File: src/rtl/instr_sequencer.sv
// Fetch/decode/execute sequencer for the 32x16 GPR datapath.
// It fetches one instruction over a req/valid handshake and latches it into the IR.
// It then strobes exec_en for EXEC_CYCLES cycles for ALU operations, or skips execution for jumps.
// Next it advances the PC, taking a flag-conditioned jump where the instruction asks for one.
// A HALT instruction parks the sequencer until start is asserted again.
module instr_sequencer #(
    parameter int PC_W        = 8,
    parameter int EXEC_CYCLES = 1,
    parameter int RESET_PC    = 0
) (
    input  logic            clk,
    input  logic            rst_n,
    input  logic            start,
    output logic            imem_req,
    output logic [PC_W-1:0] imem_addr,
    input  logic [31:0]     imem_rdata,
    input  logic            imem_valid,
    output logic [31:0]     ir_out,
    output logic            exec_en,
    input  logic            flag_zero,
    input  logic            flag_sign,
    input  logic            flag_carry,
    input  logic            flag_ovf,
    output logic [PC_W-1:0] pc_out,
    output logic            busy,
    output logic            halted
);

    typedef enum logic [2:0] {
        S_IDLE,
        S_FETCH,
        S_WAIT,
        S_DECODE,
        S_EXEC,
        S_NEXT,
        S_HALT
    } state_t;

    localparam logic [4:0] OP_JMP  = 5'd24;
    localparam logic [4:0] OP_JC   = 5'd25;
    localparam logic [4:0] OP_JZ   = 5'd26;
    localparam logic [4:0] OP_JS   = 5'd27;
    localparam logic [4:0] OP_JV   = 5'd28;
    localparam logic [4:0] OP_HALT = 5'd31;

    // Counter reload value: the EXEC state spans EXEC_CYCLES cycles, counting down to zero.
    localparam logic [3:0]      EXEC_LAST = 4'(EXEC_CYCLES - 1);
    localparam logic [PC_W-1:0] PC_INIT   = PC_W'(RESET_PC);

    state_t          state;
    logic [PC_W-1:0] pc;
    logic [3:0]      exec_cnt;
    logic [4:0]      oper_type;
    logic            is_jump;
    logic            jump_taken;

    assign oper_type = ir_out[31:27];
    assign is_jump   = (oper_type >= OP_JMP) && (oper_type <= OP_JV);
    assign imem_addr = pc;
    assign pc_out    = pc;

    // Jump decision from the IR opcode and the flags as they stand while in NEXT.
    always_comb begin
        // NOTE: default assignment first so no path leaves jump_taken unassigned (no latch).
        jump_taken = 1'b0;
        case (oper_type)
            OP_JMP:  jump_taken = 1'b1;
            OP_JC:   jump_taken = flag_carry;
            OP_JZ:   jump_taken = flag_zero;
            OP_JS:   jump_taken = flag_sign;
            OP_JV:   jump_taken = flag_ovf;
            default: jump_taken = 1'b0;
        endcase
    end

    // Sequencer FSM with all control outputs registered alongside the state.
    // NOTE: state and outputs use non-blocking assignments so every register samples pre-edge values.
    always_ff @(posedge clk or negedge rst_n) begin
        if (!rst_n) begin
            state    <= S_IDLE;
            pc       <= PC_INIT;
            ir_out   <= '0;
            exec_cnt <= '0;
            imem_req <= 1'b0;
            exec_en  <= 1'b0;
            busy     <= 1'b0;
            halted   <= 1'b0;
        end else begin
            case (state)
                S_IDLE: begin
                    if (start) begin
                        state    <= S_FETCH;
                        imem_req <= 1'b1;
                        busy     <= 1'b1;
                    end
                end
                // The request goes out this cycle; returns are only accepted in WAIT.
                S_FETCH: begin
                    state <= S_WAIT;
                end
                S_WAIT: begin
                    if (imem_valid) begin
                        ir_out   <= imem_rdata;
                        imem_req <= 1'b0;
                        state    <= S_DECODE;
                    end
                end
                S_DECODE: begin
                    if (oper_type == OP_HALT) begin
                        state  <= S_HALT;
                        busy   <= 1'b0;
                        halted <= 1'b1;
                    end else if (is_jump) begin
                        state <= S_NEXT;
                    end else begin
                        state    <= S_EXEC;
                        exec_en  <= 1'b1;
                        exec_cnt <= EXEC_LAST;
                    end
                end
                S_EXEC: begin
                    if (exec_cnt == 4'd0) begin
                        exec_en <= 1'b0;
                        state   <= S_NEXT;
                    end else begin
                        exec_cnt <= exec_cnt - 4'd1;
                    end
                end
                // Flags are sampled here, after the previous instruction has executed.
                S_NEXT: begin
                    if (jump_taken) begin
                        pc <= ir_out[PC_W-1:0];
                    end else begin
                        pc <= pc + 1'b1;
                    end
                    state    <= S_FETCH;
                    imem_req <= 1'b1;
                end
                // PC stays on the HALT instruction; a restart resumes at the following address.
                S_HALT: begin
                    if (start) begin
                        pc       <= pc + 1'b1;
                        state    <= S_FETCH;
                        imem_req <= 1'b1;
                        busy     <= 1'b1;
                        halted   <= 1'b0;
                    end
                end
                default: begin
                    state    <= S_IDLE;
                    imem_req <= 1'b0;
                    exec_en  <= 1'b0;
                    busy     <= 1'b0;
                    halted   <= 1'b0;
                end
            endcase
        end
    end

endmodule

File: config.mk
export PLATFORM = sky130hd
export DESIGN_NAME = instr_sequencer
export DESIGN_NICKNAME = d
export VERILOG_FILES = /design/src/rtl/instr_sequencer.sv
export SDC_FILE = /design/constraint.sdc
export NUM_CORES = 1
export LEC_CHECK = 0
export ABC_AREA = 1
export ABC_CLOCK_PERIOD_IN_PS = 1650
export CORE_ASPECT_RATIO = 1.5
export CORE_MARGIN = 3
export CORE_UTILIZATION = 46
export DETAILED_ROUTE_END_ITERATION = 6
export GPL_ROUTABILITY_DRIVEN = 0
export PLACE_DENSITY = 0.81
export REMOVE_ABC_BUFFERS = 1
export SYNTH_ARGS = -nofsm -noshare
export SYNTH_HDL_FRONTEND = slang
export SYNTH_SLANG_ARGS = --single-unit
export TNS_END_PERCENT = 20
File: constraint.sdc
create_clock -name clk -period 1.65 [get_ports clk]
set_input_delay 0.33 -clock clk [delete_from_list [all_inputs] [get_ports clk]]
set_output_delay 0.33 -clock clk [all_outputs]
set_load 0.1 [all_outputs]
==> flow_summary.yaml, run 1 <==
timing:
  postLayoutSetupSlackWorst_ns: 0.119
  slew_violations: 0
  final-hold-violation-count: 0
  rsz0062_at_grt: "false"
  slew_headroom: 0.743
  skew_ns: 0.0142
  min_period_ns: 1.53
  setup_violations: 0
  period_share: 0.928
  tightest_slew_ns: 0.385
  clock.fmax_mhz: 653
logic_synthesis:
  yosysUniqueCellTypes: 29
  synth_top_area_cell: "dfrtp_1"
  yosysWarnings: 0
  synth_area_leaders: "dfrtp_1 48%, mux2_4 11%, nand2_1 9.8%"
  ys_seq_area_frac: 0.476
  ys_seq_elements: 51
  syn_avg_cell_area_um2: 9.47
  synth-async-reset-ratio: 1.00
  synth_edf_count: 0
  ys.flop_type: "dfrtp_1"
  synth_cells: 283
  syn_area_mm2: 0.00268
  synth.top_cell.area_share: 0.476
final_layout:
  syn_to_final_growth_pct: 59.9
  fin_nets: 419
  layout_commonest_cell: "nand2_1"
  layout_common_cells: "70 x nand2_1, 55 x buf_12, 49 x dfrtp_1, 38 x clkdlybuf4s50_1, 29 x inv_1"
  drive_gt1_frac: 0.307
  multi_input_area_mm2: 0.00114
  seq_area_mm2: 0.00128
  diodes: 0
  fillers: 342
route:
  wl_um: 6910
  via_per_inst: 5.02
  first_pass_iters: 4
  drc: 0
  vias: 2249
  postRouteAntennaNets: 0
  drt-initial-drc-count: 121
  drt-wirelength-per-cell_um: 15.4
cts:
  clkLatencyLatePin_ns: 0.31
  cts_buffers: 5
  path_clk_slew_ns: 0.09
  htreeDepth: 2
  cts_tree: "yes"
  clock-sinks: 51
  clk_path_buf_depth: 2
  cts_setup_buffers: 0
  root_buffer: "clkbuf_8"
floorplan:
  ios: 92
  start_util: 0.481
  die-height_um: 99.5
  core_mm2: 0.00557
  die_x_um: 68.3
  die-area_mm2: 0.00680
  rows: 33
placed_design:
  place_ws_ns: -0.0277
  dp_hpwl_um: 5500
  io_buffers: 91
critical_path:
  cp.required_ns: 1.85
  worst-path-max-fanout: 20
  start_kind: "flip-flop"
  critPathArrivalTime_ns: 1.73
  crit_type: "reg2reg"
  end_kind: "flip-flop"
grt:
  grt_pass1_vias: 2364
  antenna_found_initial: 0
  grt_usage: 0.225
  overflow: 0
  grt_pass1_wl_um: 11500
  grt_max_degree: 52
run:
  drv_cap: 0
min_path:
  hold_class: "in2async"
outcome:
  status: "complete, no violations"
what timing repair did:
action / in CTS / in global routing
endpoints found under the hold margin: 3 / 0
gates resized for setup: 0 / 2
setup endpoints to repair: 0 / 9
hold buffers: 1 / 0
worst paths after layout:
kind	startpoint	to	slack, ns	cells after the start
setup reg to reg	state[2]	ir_out[9]	0.12	6
hold / removal	rst_n	exec_cnt[2]	0.53	3
hold reg to reg	exec_cnt[0]	exec_cnt[0]	0.54	1
setup / recovery	state[2]	ir_out[9]	0.12	6
max in group asynchronous	rst_n	ir_out[28]	0.88	3
min in group clk	exec_cnt[0]	exec_cnt[0]	0.54	1
routing by layer:
| metal | track usage | vias up | wire (um) | part of all wire |
|---|---|---|---|---|
| li1 | - | 1083 | - | - |
| met1 | 0.241 | 1079 | 2350 | 0.34 |
| met2 | 0.415 | 77 | 4030 | 0.58 |
| met3 | 0.0554 | 10 | 400 | 0.058 |
| met4 | 0.0735 | 0 | 130 | 0.019 |
| met5 | 0 | - | 0 | 0 |
worst max-delay path: stages (launching register included):
cell	delay, ns
dfrtp_1	0.55
inv_4	0.10
nand3_4	0.10
inv_2	0.04
nand2_4	0.08
buf_12	0.18
mux2_2	0.35
cell type report:
| class | instances | share of cell area |
|---|---|---|
| Timing Repair Buffer | 100 | 0.358 |
| Sequential cell | 51 | 0.298 |
| Multi-Input combinational cell | 186 | 0.267 |
| Clock buffer | 6 | 0.0193 |
| Tap cell | 70 | 0.0204 |
| Inverter | 33 | 0.0295 |
| Clock inverter | 2 | 0.00817 |
cells in the mapped netlist (2+ instances only):
master	instances
nand2_2	2
nor2_4	2
nor2_1	24
ha_1	2
buf_4	10
a21oi_2	10
xnor2_1	2
a21oi_1	7
o21ai_0	9
nor3_1	2
inv_1	29
mux2_2	3
nand3_1	24
inv_2	3
nand2_1	70
mux2_4	19
buf_12	3
dfrtp_1	51
through the flow:
| stage | instance area, um2 | hold WS [ns] | instances | utilization | setup TNS [ns] |
|---|---|---|---|---|---|
| 6_report | 4290 | 0.527 | 448 | 0.769 | 0 |
| 5_1_grt | 4290 | 0.567 | 448 | 0.769 | 0 |
| 4_1_cts | 4290 | 0.539 | 448 | 0.769 | 0 |
| 3_5_place_dp | 4160 | 0.340 | 439 | 0.746 | -0.115 |
| 3_3_place_gp | 4160 | 0.335 | 439 | 0.746 | 0 |
| 2_1_floorplan | 2550 | 0.0344 | 270 | - | -10.24 |
cells by family (layout without fill, tap and decap cells):
| family | count (synthesis) | after routing | share of synthesized area |
|---|---|---|---|
| compound gates | 29 | 29 | 0.0733 |
| xor+xnor | 3 | 3 | 0.00980 |
| fa+ha+maj | 2 | 2 | 0.00933 |
| buf+inv | 46 | 141 | 0.0975 |
| flops | 51 | 51 | 0.476 |
| mux | 22 | 22 | 0.119 |
| simple gates | 130 | 130 | 0.215 |
state kept, by name (all words and copies together) (netlist names):
name / flops
busy: 1
exec_cnt: 4
imem_req: 1
imem_addr: 8
halted: 1
state: 3
ir_out: 32
exec_en: 1
Power of run 1 is left out: the tool's default activity adds up to more than one toggle a clock period on the data nets, which glitch-free logic cannot reach.
==> inputs of run 2 (changes only) <==
--- a/config.mk
+++ b/config.mk
@@ -6,13 +6,15 @@
 export NUM_CORES = 1
 export LEC_CHECK = 0
 export ABC_AREA = 1
-export ABC_CLOCK_PERIOD_IN_PS = 1650
+export ABC_CLOCK_PERIOD_IN_PS = 1900
 export CORE_ASPECT_RATIO = 1.5
 export CORE_MARGIN = 3
-export CORE_UTILIZATION = 46
+export CORE_UTILIZATION = 55
+export CTS_CLUSTER_SIZE = 8
 export DETAILED_ROUTE_END_ITERATION = 6
+export DONT_BUFFER_PORTS = 1
 export GPL_ROUTABILITY_DRIVEN = 0
-export PLACE_DENSITY = 0.81
+export PLACE_DENSITY = 0.7
 export REMOVE_ABC_BUFFERS = 1
 export SYNTH_ARGS = -nofsm -noshare
 export SYNTH_HDL_FRONTEND = slang
==> constraint.sdc (replaced) <==
create_clock -name clk -period 1.9 [get_ports clk]
set_input_delay 0.38 -clock clk [delete_from_list [all_inputs] [get_ports clk]]
set_output_delay 0.38 -clock clk [all_outputs]
set_load 0.1 [all_outputs]
==> run 2 against run 1 <==
Net effect: clock skew shrank 0.0038 ns; flip-flop and latch count unchanged; setup slack better by 0.12 ns; cell count decreased by 17%; worst hold slack lost 0.32 ns; design area down 28%; critical endpoint is now ir_out[22]; critical path depth down 6; wire length decreased by 24%; die area down 15%.
==> flow_summary.yaml, run 2 (synthesis results as in run 1) <==
outcome:
  status: "complete, no violations"
critical_path:
  rrSetupSlack_ns: 0.40
  reg2reg_depth: 6
  start_kind: "flip-flop"
  r2r-start: "state[0]"
  crit_type: "reg2out"
  r2r_end: "ir_out[10]"
  end_kind: "output port"
  cp.required_ns: 1.52
  worst-path-max-fanout: 2
  critPathArrivalTime_ns: 1.28
final_layout:
  top_register: "ir_out"
  diodes: 0
  syn_to_final_growth_pct: 15.3
  fin_nets: 350
  drive_gt1_frac: 0.294
  post-route-util: 0.670
  largest_register_ffs: 32
  layout_common_cells: "70 x nand2_1, 43 x dfrtp_1, 29 x inv_1, 24 x nor2_1, 24 x nand3_1"
  layout_commonest_cell: "nand2_1"
  final_area_mm2: 0.00309
cts:
  root_buffer: "clkbuf_8"
  clk_path_buf_depth: 2
  cts_tree: "yes"
  clock-sinks: 51
  path_clk_slew_ns: 0.09
  cts_setup_buffers: 0
  clkLatencyLatePin_ns: 0.31
  ctsResizeCount: 0
  htreeDepth: 2
  cts_buffers: 5
floorplan:
  core_mm2: 0.00462
  rows: 30
  die-area_mm2: 0.00577
  ios: 92
  die-height_um: 91.5
  start_util: 0.581
  die_x_um: 63.0
route:
  drt-initial-drc-count: 77
  drt-wirelength-per-cell_um: 14.1
  drc: 0
  first_pass_iters: 4
  via_per_inst: 5.16
  vias: 1926
  wl_um: 5270
  postRouteAntennaNets: 0
timing:
  min_period_ns: 1.66
  final-hold-violation-count: 0
  period_share: 0.872
  clock.fmax_mhz: 603
  tightest_slew_ns: 0.926
  slew_violations: 0
  fin_hold_ws_ns: 0.206
  rsz0062_at_grt: "false"
  fin_setup_tns_ns: 0
  slew_headroom: 0.383
  setup_violations: 0
  skew_ns: 0.0104
placed_design:
  dp_hpwl_um: 4030
  place_area_mm2: 0.00294
  io_buffers: 0
grt:
  grt_usage: 0.196
  grt_use_met2: 0.332
  grtUsageMet1: 0.230
  use_met3: 0.0582
  grt_pass1_vias: 1922
  antenna_found_initial: 0
  busiest_layer: "met2"
  overflow: 0
  grt_max_degree: 52
  grt_pass1_wl_um: 8890
min_path:
  holdPathEnd: "ir_out[30]"
  hold_start: "imem_rdata[30]"
  hold_class: "in2reg"
  holdPathStages: 1
run:
  drv_cap: 0
==> run 2: per-stage QoR <==
stage	setup WS (ns)	std cells
final	0.243	373
after detailed placement	0.408	363
after CTS	0.230	373
after global placement	0.448	363
after floorplan	-0.730	270
after global routing	0.203	373
==> run 2: layer usage <==
metal  share of wire  up-vias
li1                -      947
met1            0.38      888
met2            0.52       83
met3           0.088        8
met5               0        -
met4           0.017        0
==> run 2: worst max path at each step <==
stage                  from           end  slack [ns]  cells past startpoint
5_1_grt          ir_out[18]    ir_out[18]        0.20                      0
6_report         ir_out[22]    ir_out[22]        0.24                      0
3_3_place_gp       state[0]     ir_out[9]        0.45                      6
4_1_cts          ir_out[22]    ir_out[22]        0.23                      0
3_5_place_dp       state[0]     ir_out[8]        0.41                      6
2_1_floorplan  imem_addr[0]  imem_addr[6]       -0.73                      8
==> run 2: cell type report <==
class,instances,area (um2)
inverter,33,126
tap,64,80.1
sequential,51,1290
fill,381,1530
clock buffer,5,68.8
multi-input combinational,186,1140
timing repair buffer,31,343
clock inverter,3,43.8
==> run 2: timing repair <==
item	CTS	global route
endpoints found under the hold margin	51	0
hold buffers	2	0
endpoints found under the setup margin	0	0
Power of run 2 is left out for the same reason.
==> inputs of run 3 (changes only) <==
--- a/config.mk
+++ b/config.mk
@@ -10,6 +10,7 @@
 export CORE_ASPECT_RATIO = 1.5
 export CORE_MARGIN = 3
 export CORE_UTILIZATION = 55
+export CTS_BUF_LIST = sky130_fd_sc_hd__clkbuf_16
 export CTS_CLUSTER_SIZE = 8
 export DETAILED_ROUTE_END_ITERATION = 6
 export DONT_BUFFER_PORTS = 1
==> run 3 against run 2 <==
Net effect: global-route usage decreased by 0.37 points; clock skew decreased by 0.0028 ns; utilization rose by 1.2 points; highest routed layer unchanged; flip-flop and latch count unchanged; sequential share of layout area is 0.74 points lower; via count is 1.0% lower.
==> flow_summary.yaml, run 3 (synthesis results as in run 1) <==
outcome:
  status: "complete, no violations"
critical_path:
  end_kind: "output port"
  rrSetupSlack_ns: 0.39
  crit_type: "reg2out"
  r2r-start: "state[0]"
  start_kind: "flip-flop"
  r2r_end: "ir_out[10]"
  cp.required_ns: 1.52
  reg2reg_depth: 6
  critPathArrivalTime_ns: 1.23
  worst-path-max-fanout: 2
min_path:
  holdPathEnd: "ir_out[30]"
  hold_start: "imem_rdata[30]"
  hold_class: "in2reg"
  holdPathStages: 1
run:
  drv_cap: 0
cts:
  cts_setup_buffers: 0
  ctsResizeCount: 0
  root_buffer: "clkbuf_16"
  clkLatencyLatePin_ns: 0.28
  clock-sinks: 51
  path_clk_slew_ns: 0.07
  htreeDepth: 2
  clk_path_buf_depth: 2
  cts_buffers: 5
  cts_tree: "yes"
grt:
  antenna_found_initial: 0
  grt_pass1_vias: 1916
  grt_pass1_wl_um: 8900
  grt_usage: 0.192
  grt_max_degree: 52
  overflow: 0
final_layout:
  layout_common_cells: "70 x nand2_1, 43 x dfrtp_1, 29 x inv_1, 24 x nor2_1, 24 x nand3_1"
  fin_nets: 350
  syn_to_final_growth_pct: 17.4
  layoutNonFillerInstCount: 373
  layout_commonest_cell: "nand2_1"
  post-route-util: 0.682
  drive_gt1_frac: 0.294
  largest_register_ffs: 32
  top_register: "ir_out"
  diodes: 0
route:
  drt-initial-drc-count: 60
  via_per_inst: 5.11
  vias: 1906
  drt-wirelength-per-cell_um: 14.2
  drc: 0
  first_pass_iters: 4
  wl_um: 5280
  postRouteAntennaNets: 0
timing:
  setup_violations: 0
  tightest_slew_ns: 0.925
  postLayoutSetupSlackWorst_ns: 0.286
  skew_ns: 0.00754
  clock.fmax_mhz: 619
  period_share: 0.850
  min_period_ns: 1.61
  slew_violations: 0
  slew_headroom: 0.384
  rsz0062_at_grt: "false"
  fin_hold_ws_ns: 0.241
  final-hold-violation-count: 0
placed_design:
  dp_hpwl_um: 4030
  io_buffers: 0
  place_ws_ns: 0.408
  place_inst: 363
floorplan:
  core_mm2: 0.00462
  start_util: 0.581
  ios: 92
  die-height_um: 91.5
  die-area_mm2: 0.00577
  die_x_um: 63.0
  rows: 30
[run 3: cell counts in the layout (fill, tap and decap cells not counted)]
No cell type changed its count.
[run 3: how the worst max path moves through the flow]
| stage | from | slack (ns) | endpoint | cells past startpoint |
|---|---|---|---|---|
| detailed placement | state[0] | 0.41 | ir_out[8] | 6 |
| finish | ir_out[22] | 0.29 | ir_out[22] | 0 |
| global route | ir_out[18] | 0.25 | ir_out[18] | 0 |
| global placement | state[0] | 0.45 | ir_out[9] | 6 |
| CTS | ir_out[22] | 0.27 | ir_out[22] | 0 |
| floorplan | imem_addr[0] | -0.73 | imem_addr[6] | 8 |
[run 3: stage by stage]
stage	setup TNS [ns]	instance area, um2
final	0	3150
after global routing	0	3150
after CTS	0	3150
after detailed placement	0	2940
after global placement	0	2940
after floorplan	-4.37	2550
[run 3: metal layers]
metal  GRT usage  wire, um  vias up
met1       0.235      2110      890
met2       0.336      2770       68
li1            -         -      946
met5           0         0        -
met3      0.0458       371        2
met4      0.0497        31        0
[run 3: final cells by class]
type	instances	area [um2]
Clock buffer	5	125
Clock inverter	3	43.8
Sequential cell	51	1290
Fill cell	370	1470
Timing Repair Buffer	31	343
Multi-Input combinational cell	186	1140
Tap cell	64	80.1
Inverter	33	126
[run 3: timing repair]
action,4_1_cts,5_1_grt
hold endpoints to repair,51,0
hold buffers,2,0
endpoints found under the setup margin,0,0
Power of run 3 is left out for the same reason.
